$ cat config.mk
export PLATFORM = sky130hd
export DESIGN_NAME = iz_param_scheduler
export DESIGN_NICKNAME = d
export VERILOG_FILES = /design/src/rtl/iz_sched_pkg.sv /design/src/rtl/iz_rr_arbiter.sv /design/src/rtl/iz_param_scheduler.sv
export SDC_FILE = /design/constraint.sdc
export NUM_CORES = 1
export LEC_CHECK = 0
export BUFFER_PORTS_ARGS = -buffer_cell sky130_fd_sc_hd__buf_2
export CORE_MARGIN = 4
export CORE_UTILIZATION = 44
export CTS_CLUSTER_DIAMETER = 30
export DETAILED_ROUTE_END_ITERATION = 10
export PLACE_DENSITY = 0.76
export SLEW_MARGIN = 20
export SYNTH_ARGS = -nofsm -noshare
export SYNTH_HDL_FRONTEND = slang
export SYNTH_HIERARCHICAL = 1
export SYNTH_SLANG_ARGS = --single-unit
$ cat constraint.sdc
create_clock -name clk -period 2.3 [get_ports clk]
set_input_delay 0.345 -clock clk [delete_from_list [all_inputs] [get_ports clk]]
set_output_delay 0.345 -clock clk [all_outputs]
set_load 0.1 [all_outputs]
$ cat src/rtl/iz_sched_pkg.sv
// Shared types and constants for the Izhikevich parameter scheduler:
// state encoding, frame geometry and the loader's reset parameter values.
package iz_sched_pkg;

   localparam int PARAM_W = 6;
   localparam int FRAME_W = 24;

   localparam int A_OFS = 18;
   localparam int B_OFS = 12;
   localparam int C_OFS = 6;
   localparam int D_OFS = 0;

   localparam logic [PARAM_W-1:0] A_DEF = 6'd13;
   localparam logic [PARAM_W-1:0] B_DEF = 6'd13;
   localparam logic [PARAM_W-1:0] C_DEF = 6'd31;
   localparam logic [PARAM_W-1:0] D_DEF = 6'd8;

   typedef enum logic [2:0] {
      ST_IDLE     = 3'd0,
      ST_PRE      = 3'd1,
      ST_SHIFT    = 3'd2,
      ST_WAIT_RDY = 3'd3,
      ST_GAP      = 3'd4
   } sched_state_e;

   function automatic logic [FRAME_W-1:0] pack_frame(
      input logic [PARAM_W-1:0] a,
      input logic [PARAM_W-1:0] b,
      input logic [PARAM_W-1:0] c,
      input logic [PARAM_W-1:0] d
   );
      logic [FRAME_W-1:0] f;
      f = '0;
      f[A_OFS +: PARAM_W] = a;
      f[B_OFS +: PARAM_W] = b;
      f[C_OFS +: PARAM_W] = c;
      f[D_OFS +: PARAM_W] = d;
      return f;
   endfunction

endpackage

$ cat src/rtl/iz_rr_arbiter.sv
// Requester selection: round-robin search from pointer+1, or fixed lowest-index
// priority when IZ_SCHED_PRIORITY_EN is defined (no pointer in that build).
module iz_rr_arbiter #(
   parameter int N_REQ = 4,
   parameter int IDX_W = 2
) (
   input  logic             clk,
   input  logic             rst_n,
   input  logic [N_REQ-1:0] i_req,
   input  logic             i_update,
   output logic [N_REQ-1:0] o_gnt,
   output logic [IDX_W-1:0] o_idx,
   output logic             o_any
);

   logic [IDX_W-1:0] w_cand;

`ifdef IZ_SCHED_PRIORITY_EN
   // Lowest set request bit wins.
   always_comb begin
      o_any  = 1'b0;
      o_idx  = '0;
      o_gnt  = '0;
      w_cand = '0;
      for (int k = 0; k < N_REQ; k++) begin
         w_cand = IDX_W'(k);
         if (!o_any && i_req[w_cand]) begin
            o_any = 1'b1;
            o_idx = w_cand;
         end else begin
            o_any = o_any;
         end
      end
      if (o_any) begin
         o_gnt[o_idx] = 1'b1;
      end else begin
         o_gnt = '0;
      end
   end
`else
   logic [IDX_W-1:0] r_ptr;

   // Pointer remembers the last winner; reset value makes requester 0 win first.
   always_ff @(posedge clk or negedge rst_n) begin
      if (!rst_n) begin
         r_ptr <= IDX_W'(N_REQ - 1);
      end else if (i_update && o_any) begin
         r_ptr <= o_idx;
      end else begin
         r_ptr <= r_ptr;
      end
   end

   // First set bit searching upward from pointer+1 with wrap-around.
   always_comb begin
      o_any  = 1'b0;
      o_idx  = '0;
      o_gnt  = '0;
      w_cand = '0;
      for (int off = 1; off <= N_REQ; off++) begin
         w_cand = IDX_W'((int'(r_ptr) + off) % N_REQ);
         if (!o_any && i_req[w_cand]) begin
            o_any = 1'b1;
            o_idx = w_cand;
         end else begin
            o_any = o_any;
         end
      end
      if (o_any) begin
         o_gnt[o_idx] = 1'b1;
      end else begin
         o_gnt = '0;
      end
   end
`endif

endmodule

$ cat src/rtl/iz_param_scheduler.sv
// Arbitrates N_REQ requesters onto one Izhikevich parameter serial loader.
// Build option: IZ_SCHED_PRIORITY_EN selects fixed priority instead of round-robin.
module iz_param_scheduler
   import iz_sched_pkg::*;
#(
   parameter int N_REQ       = 4,
   parameter int GAP_CYC     = 2,
   parameter int TIMEOUT_CYC = 8
) (
   input  logic                     clk,
   input  logic                     rst_n,
   input  logic [N_REQ-1:0]         req,
   input  logic [FRAME_W*N_REQ-1:0] req_params,
   output logic [N_REQ-1:0]         gnt,
   output logic [N_REQ-1:0]         done,
   output logic                     ld_enable,
   output logic                     ld_serial,
   output logic                     ld_load_enable,
   input  logic                     ld_params_ready,
   output logic                     busy,
   output logic                     timeout_err,
   input  logic                     clr_err
);

   localparam int IDX_W    = $clog2(N_REQ);
   localparam int WAIT_MAX = (TIMEOUT_CYC > GAP_CYC) ? TIMEOUT_CYC : GAP_CYC;
   localparam int WAIT_W   = $clog2(WAIT_MAX + 1);

   sched_state_e       r_state, w_nxt_state;
   logic [4:0]         r_bit_cnt, w_nxt_bit_cnt, w_bit_idx;
   logic [WAIT_W-1:0]  r_wait_cnt, w_nxt_wait_cnt;
   logic [FRAME_W-1:0] r_shadow, w_sel_frame;
   logic [N_REQ-1:0]   r_gnt, r_done, w_arb_gnt;
   logic [IDX_W-1:0]   w_arb_idx;
   logic               w_arb_any, w_grant, w_finish, w_tmo_hit;
   logic               w_nxt_load_en, w_nxt_serial;
   logic               r_ld_enable, r_ld_serial, r_ld_load_enable, r_busy, r_timeout_err;

   iz_rr_arbiter #(.N_REQ(N_REQ), .IDX_W(IDX_W)) u_arb (
      .clk      (clk),
      .rst_n    (rst_n),
      .i_req    (req),
      .i_update (w_grant),
      .o_gnt    (w_arb_gnt),
      .o_idx    (w_arb_idx),
      .o_any    (w_arb_any)
   );

   // One-hot frame mux from the arbiter's grant vector.
   always_comb begin
      w_sel_frame = '0;
      for (int k = 0; k < N_REQ; k++) begin
         w_sel_frame = w_sel_frame | ({FRAME_W{w_arb_gnt[k]}} & req_params[FRAME_W*k +: FRAME_W]);
      end
   end

   // State and counter registers.
   always_ff @(posedge clk or negedge rst_n) begin
      if (!rst_n) begin
         r_state    <= ST_IDLE;
         r_bit_cnt  <= 5'd0;
         r_wait_cnt <= '0;
      end else begin
         r_state    <= w_nxt_state;
         r_bit_cnt  <= w_nxt_bit_cnt;
         r_wait_cnt <= w_nxt_wait_cnt;
      end
   end

   // Next-state and counter logic.
   always_comb begin
      w_nxt_state    = r_state;
      w_nxt_bit_cnt  = r_bit_cnt;
      w_nxt_wait_cnt = r_wait_cnt;
      w_grant        = 1'b0;
      w_finish       = 1'b0;
      w_tmo_hit      = 1'b0;
      case (r_state)
         ST_IDLE: begin
            if (w_arb_any) begin
               w_grant     = 1'b1;
               w_nxt_state = ST_PRE;
            end else begin
               w_nxt_state = ST_IDLE;
            end
         end
         ST_PRE: begin
            w_nxt_state   = ST_SHIFT;
            w_nxt_bit_cnt = 5'd0;
         end
         ST_SHIFT: begin
            if (r_bit_cnt == 5'(FRAME_W - 1)) begin
               w_nxt_state    = ST_WAIT_RDY;
               w_nxt_wait_cnt = '0;
            end else begin
               w_nxt_bit_cnt = r_bit_cnt + 5'd1;
            end
         end
         ST_WAIT_RDY: begin
            if (ld_params_ready) begin
               w_finish       = 1'b1;
               w_nxt_state    = ST_GAP;
               w_nxt_wait_cnt = '0;
            end else if (r_wait_cnt == WAIT_W'(TIMEOUT_CYC - 1)) begin
               w_tmo_hit      = 1'b1;
               w_finish       = 1'b1;
               w_nxt_state    = ST_GAP;
               w_nxt_wait_cnt = '0;
            end else begin
               w_nxt_wait_cnt = r_wait_cnt + WAIT_W'(1);
            end
         end
         ST_GAP: begin
            if (r_wait_cnt == WAIT_W'(GAP_CYC - 1)) begin
               w_nxt_state = ST_IDLE;
            end else begin
               w_nxt_wait_cnt = r_wait_cnt + WAIT_W'(1);
            end
         end
         default: begin
            w_nxt_state = ST_IDLE;
         end
      endcase
   end

   // Loader pin values for the upcoming cycle, decoded from the next state so
   // the registered pins line up with the state they belong to.
   always_comb begin
      w_nxt_load_en = (w_nxt_state == ST_PRE) || (w_nxt_state == ST_SHIFT);
      w_bit_idx     = 5'(FRAME_W - 1) - w_nxt_bit_cnt;
      if (w_nxt_state == ST_SHIFT) begin
         w_nxt_serial = r_shadow[w_bit_idx];
      end else begin
         w_nxt_serial = 1'b0;
      end
   end

   // Registered outputs, shadow frame and sticky error (set beats clear).
   always_ff @(posedge clk or negedge rst_n) begin
      if (!rst_n) begin
         r_shadow         <= '0;
         r_gnt            <= '0;
         r_done           <= '0;
         r_ld_enable      <= 1'b0;
         r_ld_serial      <= 1'b0;
         r_ld_load_enable <= 1'b0;
         r_busy           <= 1'b0;
         r_timeout_err    <= 1'b0;
      end else begin
         r_ld_enable      <= 1'b1;
         r_ld_serial      <= w_nxt_serial;
         r_ld_load_enable <= w_nxt_load_en;
         r_busy           <= (w_nxt_state != ST_IDLE);
         r_done           <= w_finish ? r_gnt : '0;
         if (w_grant) begin
            r_shadow <= w_sel_frame;
            r_gnt    <= w_arb_gnt;
         end else if (w_finish) begin
            r_gnt <= '0;
         end else begin
            r_gnt <= r_gnt;
         end
         if (w_tmo_hit) begin
            r_timeout_err <= 1'b1;
         end else if (clr_err) begin
            r_timeout_err <= 1'b0;
         end else begin
            r_timeout_err <= r_timeout_err;
         end
      end
   end

   assign gnt            = r_gnt;
   assign done           = r_done;
   assign ld_enable      = r_ld_enable;
   assign ld_serial      = r_ld_serial;
   assign ld_load_enable = r_ld_load_enable;
   assign busy           = r_busy;
   assign timeout_err    = r_timeout_err;

endmodule

======== Word level (Yosys, flattened, before mapping) ========
Cells that the tools add are included.
word-level totals
  bits in registers ....................... 51
  bits in latches ......................... 0
  RAM bits ................................ 0
  memory bits (read-only) ................. 0
  input port bits ......................... 104
  output and inout port bits .............. 13
  logic and storage cells ................. 106
  memories kept ........................... 0
operators by class
  add/subtract/negate cells ............... 7
  multiply operators ...................... 0
  div/mod/pow operators ................... 0
  order comparisons ....................... 7
  equal/unequal tests ..................... 11
  shift operators ......................... 0
  multiplexer cells ....................... 47
  bitwise logic cells ..................... 7
  reductions and logical operators ........ 15
operators by type and width
  cell                                                                           number
  24-bit AND                                                                     4
  24-bit OR                                                                      3
  4-bit two-way mux                                                              8
  1-bit two-way mux                                                              21
  2-bit by 3-bit less-than comparator with 1-bit output (second input constant)  5
  3-bit one-hot mux with 5 select lines                                          1
  3-bit two-way mux                                                              4
  4-bit one-hot mux with 3 select lines                                          1
  5-bit one-hot mux with 2 select lines                                          1
  3-bit by 2-bit == test with 1-bit output (second input constant)               3
  1-bit binary-select mux with 2-bit select                                      4
  2-bit two-way mux                                                              4
  3-bit by 1-bit == test with 1-bit output (second input constant)               2
  5-bit by 6-bit less-than comparator with 1-bit output (second input constant)  1
  3-bit nonzero test                                                             2
  5-bit by 1-bit adder with 5-bit output (second input constant)                 1
  1-bit binary-select mux with 5-bit select                                      1
  5-bit == test (second input constant)                                          1
  1-bit logical AND                                                              5
  5-bit two-way mux                                                              1
  5-bit subtractor (first input constant)                                        1
  2-bit by 1-bit adder with 2-bit output (second input constant)                 2
  2-bit adder (second input constant)                                            2
  4-bit by 1-bit adder with 4-bit output (second input constant)                 1
  11 further kinds                                                               15

======== Logic depth before layout (Yosys ltp) ========
Gate-level depths: netlist of the first run.
  depth in word-level cells ............... 22
  mapped depth ............................ 9

======== Cells and area by module ========
The synthesis of the first run kept the hierarchy.
modules (own cells, without submodules)
  module              times used  cells each  area an instance (um^2)
  iz_param_scheduler  1           294         2755.1
  iz_rr_arbiter       1           22          190.2

======== Least setup slack after synthesis of the first run ========
Ideal clock, no wire load.
  path type ............................... register -> register
  start point ............................. register r_bit_cnt[0]
  end point ............................... register r_ld_serial (netlist: ld_serial)
  arrival time ............................ 2.129 ns
  data required time ...................... 2.204 ns
  slack ................................... 0.076 ns
  stages on the path, launching flop included .. 10
  buffers on the path ..................... 1
  period minus slack after synthesis ...... 2.224 ns
  cells stage by stage .................... dfrtp_1 > ha_1 > and4b_1 > o211ai_1 > nand2_2 > buf_6 > mux2i_1 > mux2_2 > a31o_1 > a311oi_2
between the ends
  cells in the longest elaborated chain, start to end .. 7
  elaborated cells between the ends (all ways) .. 11
  those cells by class .................... add/sub: 2; eq/ne: 2; mux: 7
RTL lines
  item                                                                     line                                                source
  start: declaration                                                       iz_param_scheduler.sv:30                            logic [4:0] r_bit_cnt, w_nxt_bit_cnt, w_bit_idx;
  start signal: assignment                                                 iz_param_scheduler.sv:65                            r_bit_cnt <= w_nxt_bit_cnt;
  5-bit by 1-bit adder with 5-bit output or 5-bit == test (tied branches)  iz_param_scheduler.sv:96, iz_param_scheduler.sv:92
  5-bit two-way mux                                                        iz_param_scheduler.sv:92                            if (r_bit_cnt == 5'(FRAME_W - 1)) begin
  5-bit one-hot mux with 2 select lines (*)                                iz_param_scheduler.sv:78                            case (r_state)
  via w_nxt_bit_cnt[0]                                                     iz_param_scheduler.sv:30
  5-bit subtractor (*)                                                     iz_param_scheduler.sv:130                           w_bit_idx = 5'(FRAME_W - 1) - w_nxt_bit_cnt;
  1-bit binary-select mux with 5-bit select (*)                            iz_param_scheduler.sv:132                           w_nxt_serial = r_shadow[w_bit_idx];
  1-bit two-way mux (not written as such) (*)                              iz_param_scheduler.sv:132
  1-bit two-way mux (*)                                                    iz_param_scheduler.sv:131                           if (w_nxt_state == ST_SHIFT) begin
  via w_nxt_serial                                                         iz_param_scheduler.sv:36                            logic w_nxt_load_en, w_nxt_serial;
  end signal: assignment                                                   iz_param_scheduler.sv:151                           r_ld_serial <= w_nxt_serial;
  end: declaration                                                         iz_param_scheduler.sv:37                            logic r_ld_enable, r_ld_serial, r_ld_load_enable, r_busy, r_timeout_err;
The timed path passes the listed nets; every way through them passes the cells marked *. The select of a mux whose other input is x is not followed.
A chain may end at the register's enable or synchronous reset.

======== Final worst setup path of the first run ========
  start point ............................. register r_bit_cnt[0]
  end point ............................... register r_ld_serial (netlist: ld_serial)
between the ends
  cells in the longest elaborated chain, start to end .. 7
  elaborated cells between the ends (all ways) .. 11
  those cells by class .................... add/sub: 2; eq/ne: 2; mux: 7
RTL lines
  item                                                                     line
  5-bit by 1-bit adder with 5-bit output or 5-bit == test (tied branches)  iz_param_scheduler.sv:96, iz_param_scheduler.sv:92
  5-bit two-way mux                                                        iz_param_scheduler.sv:92
  5-bit one-hot mux with 2 select lines                                    iz_param_scheduler.sv:78
  5-bit subtractor                                                         iz_param_scheduler.sv:130
  1-bit binary-select mux with 5-bit select                                iz_param_scheduler.sv:132
  1-bit two-way mux (not written as such)                                  iz_param_scheduler.sv:132
  1-bit two-way mux (*)                                                    iz_param_scheduler.sv:131
  via w_nxt_serial                                                         iz_param_scheduler.sv:36
Marks and branches as above.

==> results of run 1 <==
[cell families after synthesis]
logic type                 count (synthesis)
adders and majority gates                  3
muxes                                     19
DFF                                       51
buffers and inverters                     28
AOI/OAI and AO/OA                        116
xor gates and xnor gates                   1
and+or+nand+nor                           97
other                                      1
[final timing paths]
path / from / to / cells past startpoint
worst max-delay path: r_bit_cnt[0] / ld_serial / 9
worst min-delay path: rst_n / r_wait_cnt[2] / 1
worst max register to register: r_bit_cnt[0] / ld_serial / 9
worst min register to register: gnt[2] / done[2] / 1
max in group asynchronous: rst_n / r_shadow[23] / 2
min in group clk: clr_err / timeout_err / 2
[cell usage after synthesis (5+ instances only)]
| library cell | instances |
|---|---|
| sky130_fd_sc_hd__nor2_1 | 35 |
| sky130_fd_sc_hd__nand3_1 | 6 |
| sky130_fd_sc_hd__clkbuf_1 | 15 |
| sky130_fd_sc_hd__a22oi_1 | 48 |
| sky130_fd_sc_hd__nand2_1 | 21 |
| sky130_fd_sc_hd__o21ai_0 | 14 |
| sky130_fd_sc_hd__o211ai_1 | 5 |
| sky130_fd_sc_hd__dfrtp_1 | 49 |
| sky130_fd_sc_hd__buf_2 | 5 |
| sky130_fd_sc_hd__inv_1 | 5 |
| sky130_fd_sc_hd__and2_1 | 5 |
| sky130_fd_sc_hd__a31oi_1 | 26 |
| sky130_fd_sc_hd__mux2i_1 | 13 |
| sky130_fd_sc_hd__a21oi_1 | 8 |
| sky130_fd_sc_hd__mux2_2 | 5 |
| sky130_fd_sc_hd__nand2b_1 | 7 |
[where the power goes]
part / switching (mW) / internal, mW
Clock: 0.296 / 0.209
Combinational: 1.72 / 1.25
Sequential: 0.258 / 1.27
[worst max-delay path, delay by kind of cell (launching register included)]
family                     cells  cell delay [ns]
AOI/OAI and AO/OA              3             0.65
DFF                            1             0.40
muxes                          2             0.37
and+or+nand+nor                2             0.34
adders and majority gates      1             0.20
buffers and inverters          1             0.18
[flip-flops by register name, summed over array words and instances, names as in the netlist]
signal and flops:
r_shadow 24, r_bit_cnt 5, done 4, gnt 4
r_wait_cnt 4, r_state 3, u_arb/r_ptr 2, busy 1
ld_enable 1, ld_load_enable 1, ld_serial 1, timeout_err 1
[cell usage in the layout (no fill, tap or decap), drive strengths merged, types with 2 or more instances in the layout]
master / instances
a21oi: 8
a22oi: 48
a311oi: 2
a31oi: 26
and2: 5
buf: 141
clkbuf: 5
clkinv: 3
dfrtp: 49
dfstp: 2
ha: 3
inv: 5
mux2: 6
mux2i: 13
nand2: 23
nand2b: 7
nand3: 6
nand3b: 2
nor2: 35
nor2b: 3
nor3b: 2
nor4b: 2
o211ai: 5
o21ai: 15
or2: 4
or3: 2
[area by class of cell]
class | instances | area share (%)
inverters | 5 | 0.482
clock inverters | 3 | 0.386
flip-flops and latches | 51 | 32.9
well taps | 77 | 2.48
repair buffers | 141 | 21.1
clock buffers | 5 | 1.77
multi-input cells | 237 | 40.9
[timing repair]
action | 4_1_cts | 5_1_grt
setup buffers | 1 | 0
endpoints found under the setup margin | 25 | 2
gates resized for setup | 1 | 3
pin swaps | 1 | 1
gates cloned | 0 | 0
[routing by layer]
metal / track usage (%) / vias up / wire length, um
met5: 0 / - / 0
met4: 6.51 / 0 / 159
met3: 3.59 / 13 / 489
met2: 34.0 / 99 / 3950
met1: 24.4 / 1396 / 3350
li1: - / 1434 / -
[metrics by stage]
| stage | utilization (%) | hold slack, ns | total power, mW | instance area [um^2] |
|---|---|---|---|---|
| 4_1_cts | 60.4 | 0.130 | 5.01 | 3880 |
| 3_3_place_gp | 58.9 | 0.452 | 4.40 | 3780 |
| 6_report | 60.6 | 0.107 | 5.00 | 3890 |
| 2_1_floorplan | - | 0.0494 | 3.61 | 2950 |
| 5_1_grt | 60.6 | 0.167 | 5.40 | 3890 |
| 3_5_place_dp | 58.9 | 0.460 | 4.47 | 3780 |
==> run summary, run 1 <==
* 54 — Distinct cells, synth
* 144 — First DRT Iteration DRCs
* 89.8 um — vertical die dimension
* 19.5% — all-layer global routing usage
* 0 — Residual DRC
* 45.9% — initial standard-cell utilization of the core
* 0 — endpoints failing hold
* 117 — total I/O pin count
* 1.79 nW — Leakage
* 1290 nW/um^2 — power density cells
* sky130_fd_sc_hd__dfrtp_1 42%, sky130_fd_sc_hd__a22oi_1 12%, sky130_fd_sc_hd__a31oi_1 5.5% — cells taking the most area after synthesis
* done — CTS tree
* 0 — number of setup violations in the final report
* 51 — flops & latches, synth
* 1590 um^2 — total area of multi-input combinational cells
* 7950 um — Total Wirelength
* 8070 um^2 — die area
* -0.0748 ns — post-place setup slack
* 0.00545 ns — largest clock skew in the final design
* 16.7% — Post-Synth Simple-Gate Area
* 519 — Post-Layout Cell Count
* 51 — clock sink count
* 0 — count of inserted antenna diode cells
* 0.297% — share of the synthesized netlist area taken by xor and xnor gates
* 6.84% — post-synthesis mux area share
* compound AO/OA/AOI/OAI gates — main combinational cell family by area after synthesis
* 546 — Fillers
* 0.931 — routability-driven placement congestion ratio
* 4 — peak fanout along the critical path
* 510 — number of instances in the placed design
* 5 — Pre-Repair DR Iteration Count
* 29 — number of cell rows
* 548 — final layout net count
* 41.6% — post-synth top area share
* 5 — number of buffers created by CTS
* 2942 — via total after detailed routing
* 48.9% — headroom to the max-slew limit
* 423 — Syn Nets
* 0 — post-route antenna net violation count
* 13200 um — global-route wire length before repair
* 5.67 — Vias per Instance
* 0.451 GHz — highest clock frequency the design can meet
* 2.52 ns — CP required
* 39.1% — fraction of final layout cells sized beyond drive strength 1
* sky130_fd_sc_hd__dfrtp_1 — cell taking the most area after synthesis
* 9.32 um^2 — mean instance size in the synthesized netlist
* 316 — gate count of the mapped netlist
* 2 — deepest level of the CTS H-tree
* 116 — number of I/O port buffers
* 0.30 ns — Worst-Skew Late Latency
* 89.8 um — DIE WIDTH
* 6070 um — DP HPWL
* 2 — clock tree buffer depth
* sky130_fd_sc_hd__clkbuf_8 — CTS root buf
* 0.40 ns — stage delay of the slowest cell on the critical path
* 15.3 um — WL per Instance
* input port to asynchronous set/reset pin — worst hold-check path type
* 1.27% — arithmetic-cell share of the synthesized area counting full adders, half adders and majority gates
* ha_2 -> and4b_1 -> o211ai_1 -> nand2_2 -> buf_4 -> mux2i_1 -> mux2_2 -> a31o_1 -> a311oi_2 — worst path cell trace
* 2886 — vias in the first global route
* 6 — count of yosys warnings during synthesis
* 2.22 ns — shortest clock period the worst path allows after layout
* 43.4% — post-synthesis sequential area ratio
* 2950 um^2 — area of the mapped netlist
* 100% — Post-synth ARST share
* 27.3% — fraction of the mapped netlist area in compound gates
* 0 — leftover overflow at the end of global routing
* 0 ns — setup tns final
* 0 — number of antenna violations at the first check in global routing
* 2.44 ns — critical path arrival
* 0 — Max-Cap Viols
* 0.577 mV — Worst VDD drop
* register to register — class of the most critical setup path
* 0 — number of max-slew violations in the final report
* 0 — number of hold buffers added after cts
* 0.0824 ns — setup ws final
* 0.08 ns — R2R Setup Slk
* 0 — number of flops mapped to enable cells by yosys
* 0.766 ns — transition time at the pin with the least slew margin
* sky130_fd_sc_hd__dfrtp_1 — most common flop cell mapped by yosys
* 59 — largest net degree at the start of global routing
* register — CP Capture Type
* sky130_fd_sc_hd__dfrtp_1 — slowest stage cell on the critical path
* register — element type at the critical path start
* 32.2% — Area growth syn-to-layout
* 0.09 ns — Clock Pin Slew Worst Setup and Hold Paths
* 1280 um^2 — FF/Latch Area
* 6420 um^2 — area of the core
* yes — unrepaired setup endpoints after global routing
* 96.4% — crit share post-route
* complete, no violations — status
No activity file was read; power rests on OpenSTA's default activity.
==> inputs of run 2 (changes only) <==
PLACE_DENSITY = unset   (was 0.76)
PLACE_DENSITY_LB_ADDON = 0.08   (was unset)
SYNTH_HIERARCHICAL = unset   (was 1)
==> run summary, run 2 <==
* 58.3% — headroom to the max-slew limit, was 48.9%
* register — element type at the critical path start, unchanged
* 551 — final layout net count, was 548
* 5.73 — Vias per Instance, was 5.67
* 0 ns — setup tns final, unchanged
* done — CTS tree, unchanged
* 1280 nW/um^2 — power density cells, was 1290 nW/um^2
* 2.44 ns — critical path arrival, about the same
* 37.5% — fraction of final layout cells sized beyond drive strength 1, was 39.1%
* 51 — clock sink count, unchanged
* 51 — flops & latches, synth, unchanged
* 58 — Distinct cells, synth, was 54
* 6460 um^2 — area of the core, was 6420 um^2
* 0.625 ns — transition time at the pin with the least slew margin, was 0.766 ns
* 0 — number of max-slew violations in the final report, unchanged
* 0 — count of yosys warnings during synthesis, was 6
* 0.08 ns — Clock Pin Slew Worst Setup and Hold Paths, was 0.09 ns
* 1.72 nW — Leakage, was 1.79 nW
* 24 — flip-flop count of the largest register, all copies and words added, unchanged
* 2981 — via total after detailed routing, was 2942
* 0.484 mV — Worst VDD drop, was 0.577 mV
* 49 x sky130_fd_sc_hd__dfrtp_1, 48 x sky130_fd_sc_hd__nand2_1, 36 x sky130_fd_sc_hd__nor2_1, 25 x sky130_fd_sc_hd__a31oi_1, 24 x sky130_fd_sc_hd__a222oi_1 — list of most frequent post-synthesis cells, was 49 x sky130_fd_sc_hd__dfrtp_1, 48 x sky130_fd_sc_hd__a22oi_1, 35 x sky130_fd_sc_hd__nor2_1, 26 x sky130_fd_sc_hd__a31oi_1, 21 x sky130_fd_sc_hd__nand2_1
* 19.7% — all-layer global routing usage, was 19.5%
* 2.21 ns — shortest clock period the worst path allows after layout, was 2.22 ns
* 29 — number of cell rows, unchanged
* register to register — class of the most critical setup path, unchanged
* 45.8% — initial standard-cell utilization of the core, was 45.9%
* 327 — gate count of the mapped netlist, was 316
* 5 — number of buffers created by CTS, unchanged
* 0 — number of flops mapped to enable cells by yosys, unchanged
* sky130_fd_sc_hd__dfrtp_1 — cell taking the most area after synthesis, unchanged
* 27.2% — Area growth syn-to-layout, was 32.2%
* 434 — Syn Nets, was 423
* no — unrepaired setup endpoints after global routing, was yes
* 0 — count of inserted antenna diode cells, unchanged
* 41.4% — post-synth top area share, was 41.6%
* 62 — largest net degree at the start of global routing, was 59
* sky130_fd_sc_hd__dfrtp_1 41%, sky130_fd_sc_hd__a222oi_1 8.1%, sky130_fd_sc_hd__nand2_1 6.1% — cells taking the most area after synthesis, was sky130_fd_sc_hd__dfrtp_1 42%, sky130_fd_sc_hd__a22oi_1 12%, sky130_fd_sc_hd__a31oi_1 5.5%
* 8100 um^2 — die area, was 8070 um^2
* 100% — Post-synth ARST share, unchanged
* 116 — number of I/O port buffers, unchanged
* 8190 um — Total Wirelength, was 7950 um
* 0.29 ns — Worst-Skew Late Latency, was 0.30 ns
* r_shadow — largest reg by FF count, unchanged
* 0 — endpoints failing hold, unchanged
* 0 — number of hold buffers added after cts, unchanged
* 15.8 um — WL per Instance, was 15.3 um
* 116 x sky130_fd_sc_hd__buf_2, 48 x sky130_fd_sc_hd__nand2_1, 48 x sky130_fd_sc_hd__dfrtp_1 — most used cells in the layout excluding fill and tap cells, was 116 x sky130_fd_sc_hd__buf_2, 49 x sky130_fd_sc_hd__dfrtp_1, 48 x sky130_fd_sc_hd__a22oi_1
* 0.453 GHz — highest clock frequency the design can meet, was 0.451 GHz
* 2.20 mW — switching component of the power, was 2.27 mW
* 0.09 ns — R2R Setup Slk, was 0.08 ns
* 0 — number of antenna violations at the first check in global routing, unchanged
* 0.869 — routability-driven placement congestion ratio, was 0.931
* 5 — peak fanout along the critical path, was 4
* 43.2% — post-synthesis sequential area ratio, was 43.4%
* input port to asynchronous set/reset pin — worst hold-check path type, unchanged
* 0.00468 ns — largest clock skew in the final design, was 0.00545 ns
* 0 — number of setup violations in the final report, unchanged
* 2960 um^2 — area of the mapped netlist, was 2950 um^2
* sky130_fd_sc_hd__dfrtp_1 — most common flop cell mapped by yosys, unchanged
* 0.143 ns — minimum hold slack, was 0.107 ns
* register — CP Capture Type, unchanged
* complete, no violations — status, unchanged
* 0 — Max-Cap Viols, unchanged
* 90.0 um — vertical die dimension, was 89.8 um
* 90.0 um — DIE WIDTH, was 89.8 um
* 2939 — vias in the first global route, was 2886
* 609 — Fillers, was 546
* 45.8% — switching share of total power, was 45.4%
* 248 — First DRT Iteration DRCs, was 144
* sky130_fd_sc_hd__clkbuf_8 — CTS root buf, unchanged
* 2.60 mW — internal power, was 2.73 mW
* 2.53 ns — CP required, was 2.52 ns
* 0 — post-route antenna net violation count, unchanged
* 0 — Residual DRC, unchanged
* r_shadow: 24 flops, r_bit_cnt: 5 flops — Largest regs, unchanged
* 13400 um — global-route wire length before repair, was 13200 um
* 2 — deepest level of the CTS H-tree, unchanged
* sky130_fd_sc_hd__buf_2 — most common library cell in the layout ignoring fill and taps, unchanged
* 9.05 um^2 — mean instance size in the synthesized netlist, was 9.32 um^2
* 7 — Pre-Repair DR Iteration Count, was 5
* 2 — clock tree buffer depth, unchanged
* 5940 um — DP HPWL, was 6070 um
* 96.0% — crit share post-route, was 96.4%
* 9.7% — clock share of power, was 10.1%
* 4.80 mW — total chip power, was 5.00 mW
* 57.4% — combinational share of power, was 59.3%
* 32.8% — Flop pwr share, was 30.6%
* 117 — total I/O pin count, unchanged
* 0 — leftover overflow at the end of global routing, unchanged
* sky130_fd_sc_hd__dfrtp_1 — most repeated cell in the gate-level netlist after synthesis, unchanged
## run 2: cell types whose count changed after synthesis, sizes merged, moves of 4 or more
cell	previous run	this run
a22oi	48	1
a21oi	8	12
a222oi	0	24
nand2	23	50
mux2i	13	5
## run 2: cell type report
class	instances	area (um^2)	share of cell area (%)
multi-input cells	245	1570	41.7
flip-flops and latches	51	1280	34.0
repair buffers	135	723	19.2
well taps	77	96.3	2.56
clock buffers	6	72.6	1.93
inverters	6	22.5	0.598
## run 2: repair_timing
action / 4_1_cts / 5_1_grt
endpoints found under the setup margin: 1 / 25
buffers inserted: 0 / 5
gates resized for setup: 0 / 10
pin swaps: 1 / 3
gates cloned: 0 / 0
## run 2: logic make-up (layout without fill, tap and decap cells)
| logic type | after synthesis | in the layout | synth area share (%) |
|---|---|---|---|
| other | 1 | 1 | 0.127 |
| DFF | 51 | 51 | 43.2 |
| xor gates and xnor gates | 1 | 1 | 0.296 |
| buffers and inverters | 31 | 147 | 4.94 |
| and+or+nand+nor | 127 | 127 | 20.6 |
| adders and majority gates | 3 | 3 | 1.27 |
| muxes | 11 | 11 | 3.97 |
| AOI/OAI and AO/OA | 102 | 102 | 25.6 |
## run 2: per-stage QoR
stage	setup slack (ns)	std cells	instance area (um^2)	util, %
finish	0.0930	520	3760	58.3
global route	0.00307	520	3760	58.3
CTS	0.00442	515	3700	57.3
detailed placement	0.0248	509	3630	56.2
global placement	0.128	509	3630	56.2
floorplan	0.227	327	2960	-
## run 2: per-layer routing
metal  global-route usage [%]  vias up  part of all wire [%]
met5                        0        -                     0
met4                     3.57        0                  0.39
met3                     3.92        2                   7.0
met2                     33.9      109                    49
met1                     26.0     1403                    43
li1                         -     1467                     -
## run 2: power by group through the flow
stage          Clock, mW  Combinational [mW]  Sequential [mW]
3_5_place_dp           0                2.61             1.58
4_1_cts            0.483                2.62             1.57
5_1_grt            0.523                3.05             1.63
2_1_floorplan          0                1.77             1.83
6_report           0.468                2.76             1.58
3_3_place_gp           0                2.57             1.58
## run 2: critical path, cell delays in order, from the launching register on
cell,delay [ns]
sky130_fd_sc_hd__dfrtp_1,0.43
sky130_fd_sc_hd__ha_2,0.21
sky130_fd_sc_hd__buf_4,0.14
sky130_fd_sc_hd__and4b_1,0.19
sky130_fd_sc_hd__a21oi_1,0.14
sky130_fd_sc_hd__o22a_2,0.24
sky130_fd_sc_hd__nor2_1,0.09
sky130_fd_sc_hd__a32o_1,0.22
sky130_fd_sc_hd__or4_1,0.39
sky130_fd_sc_hd__nand3_1,0.09
## run 2: path summary, 6_finish.rpt
path,start,end,cells past startpoint
worst min register to register,gnt[0],done[0],1
min in group clk,clr_err,timeout_err,2
max in group asynchronous,rst_n,r_state[1],2
worst max register to register,r_bit_cnt[1],ld_serial,9
worst min-delay path,rst_n,r_wait_cnt[2],2
worst max-delay path,r_bit_cnt[1],ld_serial,9
==> inputs of run 3 (changes only) <==
SETUP_SLACK_MARGIN = 0.3   (was unset)
==> run summary, run 3 (synthesis results as in run 2) <==
* 0.0126 ns — largest clock skew in the final design, was 0.00468 ns
* 6330 um — DP HPWL, was 5940 um
* 5.74 — Vias per Instance, was 5.73
* 20.0% — all-layer global routing usage, was 19.7%
* 6 — peak fanout along the critical path, was 5
* 2.39 ns — critical path arrival, was 2.44 ns
* input port to asynchronous set/reset pin — worst hold-check path type, unchanged
* 3930 um^2 — cell area after layout, was 3760 um^2
* 5 — number of buffers created by CTS, unchanged
* 3025 — via total after detailed routing, was 2981
* 0.10 ns — Clock Pin Slew Worst Setup and Hold Paths, was 0.08 ns
* 13600 um — global-route wire length before repair, was 13400 um
* r_shadow — largest reg by FF count, unchanged
* 0.466 GHz — highest clock frequency the design can meet, was 0.453 GHz
* 0.863 — routability-driven placement congestion ratio, was 0.869
* 2.15 ns — shortest clock period the worst path allows after layout, was 2.21 ns
* 60.0% — headroom to the max-slew limit, was 58.3%
* 527 — Post-Layout Cell Count, was 520
* 45.8% — initial standard-cell utilization of the core, unchanged
* 0 — count of inserted antenna diode cells, unchanged
* 556 — final layout net count, was 551
* 93.3% — crit share post-route, was 96.0%
* 0 — number of max-slew violations in the final report, unchanged
* 29 — number of cell rows, unchanged
* 2 — clock tree buffer depth, unchanged
* 2 — deepest level of the CTS H-tree, unchanged
* 15.8 um — WL per Instance, about the same
* sky130_fd_sc_hd__clkbuf_8 — CTS root buf, unchanged
* 117 — total I/O pin count, unchanged
* 1320 nW/um^2 — power density cells, was 1280 nW/um^2
* 40.4% — fraction of final layout cells sized beyond drive strength 1, was 37.5%
* 0 — endpoints failing hold, unchanged
* 1.78 nW — Leakage, was 1.72 nW
* 90.0 um — DIE WIDTH, unchanged
* yes — unrepaired setup endpoints after global routing, was no
* 514 — number of instances in the placed design, was 509
* 2.54 ns — CP required, was 2.53 ns
* 0.599 ns — transition time at the pin with the least slew margin, was 0.625 ns
* 2847 — vias in the first global route, was 2939
* register — element type at the critical path start, unchanged
* 0 — Residual DRC, unchanged
* 9 — Pre-Repair DR Iteration Count, was 7
* 3700 um^2 — cell area reported after detailed placement, was 3630 um^2
* 0 — leftover overflow at the end of global routing, unchanged
* done — CTS tree, unchanged
* 24 — flip-flop count of the largest register, all copies and words added, unchanged
* 60.8% — final core area utilization, was 58.3%
* 28 — largest net degree at the start of global routing, was 62
* 6460 um^2 — area of the core, unchanged
* 0.516 mV — Worst VDD drop, was 0.484 mV
* 0 — post-route antenna net violation count, unchanged
* 116 — number of I/O port buffers, unchanged
* 0.0292 ns — minimum hold slack, was 0.143 ns
* 0 — number of antenna violations at the first check in global routing, unchanged
* 8100 um^2 — die area, unchanged
* r_shadow: 24 flops, r_bit_cnt: 5 flops — Largest regs, unchanged
* 51 — clock sink count, unchanged
* 198 — First DRT Iteration DRCs, was 248
* register — CP Capture Type, unchanged
* 8350 um — Total Wirelength, was 8190 um
* 116 x sky130_fd_sc_hd__buf_2, 46 x sky130_fd_sc_hd__nand2_1, 44 x sky130_fd_sc_hd__dfrtp_1 — most used cells in the layout excluding fill and tap cells, was 116 x sky130_fd_sc_hd__buf_2, 48 x sky130_fd_sc_hd__nand2_1, 48 x sky130_fd_sc_hd__dfrtp_1
* register to register — class of the most critical setup path, unchanged
* 32.6% — Area growth syn-to-layout, was 27.2%
* 0 — number of setup violations in the final report, unchanged
* sky130_fd_sc_hd__buf_2 — most common library cell in the layout ignoring fill and taps, unchanged
* 90.0 um — vertical die dimension, unchanged
* 0 ns — setup tns final, unchanged
* 0.31 ns — Worst-Skew Late Latency, was 0.29 ns
* complete, no violations — status, unchanged
* 0 — Max-Cap Viols, unchanged
-- run 3: cell types whose count changed in the layout (fill, tap and decap cells not counted), sizes merged --
cell,previous run,this run
buf,135,140
clkinv,0,2
clkbuf,6,5
bufinv,0,1
-- run 3: worst paths after layout --
| check | end | from | slack [ns] | cells past startpoint |
|---|---|---|---|---|
| min | gnt[3] | rst_n | 0.03 | 1 |
| max in group asynchronous | r_state[0] | rst_n | 1.70 | 2 |
| max | ld_serial | r_bit_cnt[0] | 0.15 | 10 |
| min in group clk | timeout_err | clr_err | 0.22 | 2 |
| min reg2reg | done[1] | gnt[1] | 0.50 | 1 |
| max reg2reg | ld_serial | r_bit_cnt[0] | 0.15 | 10 |
-- run 3: worst max-delay path, stage by stage (launching register included) --
cell and delay [ns]:
sky130_fd_sc_hd__dfrtp_2 0.46, sky130_fd_sc_hd__ha_4 0.19, sky130_fd_sc_hd__nand4b_1 0.13, sky130_fd_sc_hd__buf_4 0.14, sky130_fd_sc_hd__nand4_1 0.12, sky130_fd_sc_hd__and3_4 0.19
sky130_fd_sc_hd__inv_2 0.07, sky130_fd_sc_hd__nor2_1 0.07, sky130_fd_sc_hd__a32o_1 0.22, sky130_fd_sc_hd__or4_1 0.39, sky130_fd_sc_hd__nand3_1 0.09
-- run 3: metrics by stage --
stage               setup slack, ns  power (mW)
finish                        0.154        5.17
global route                 0.0734        5.56
CTS                           0.161        5.04
detailed placement            0.117        4.31
global placement              0.165        4.27
floorplan                     0.283        3.62
-- run 3: power breakdown --
group	switching (mW)	internal (mW)	leakage (nW)	total, mW
Combinational	1.71	1.24	1.11	2.95
Sequential	0.297	1.29	0.616	1.59
Clock	0.310	0.324	0.0581	0.634
Total	2.32	2.85	1.78	5.17
-- run 3: final cells by class --
class | count | area (um^2)
Clock buffer | 5 | 68.8
Clock inverter | 3 | 43.8
Fill cell | 594 | 2530
Inverter | 6 | 22.5
Multi-Input combinational cell | 245 | 1610
Sequential cell | 51 | 1280
Tap cell | 77 | 96.3
Timing Repair Buffer | 140 | 798
-- run 3: what timing repair did --
item | CTS | global route
resized for setup | 4 | 16
buffers inserted | 2 | 3
pin swaps | 2 | 8
hold buffers | 0 | 0
endpoints found under the setup margin | 25 | 23
hold endpoints to repair | 0 | 0
-- run 3: per-layer routing --
metal	global-route usage, %	vias to the layer above	wire (um)
li1	-	1482	-
met1	26.6	1435	3740
met2	34.1	102	4040
met3	4.01	6	503
met4	3.83	0	68
met5	0	-	0
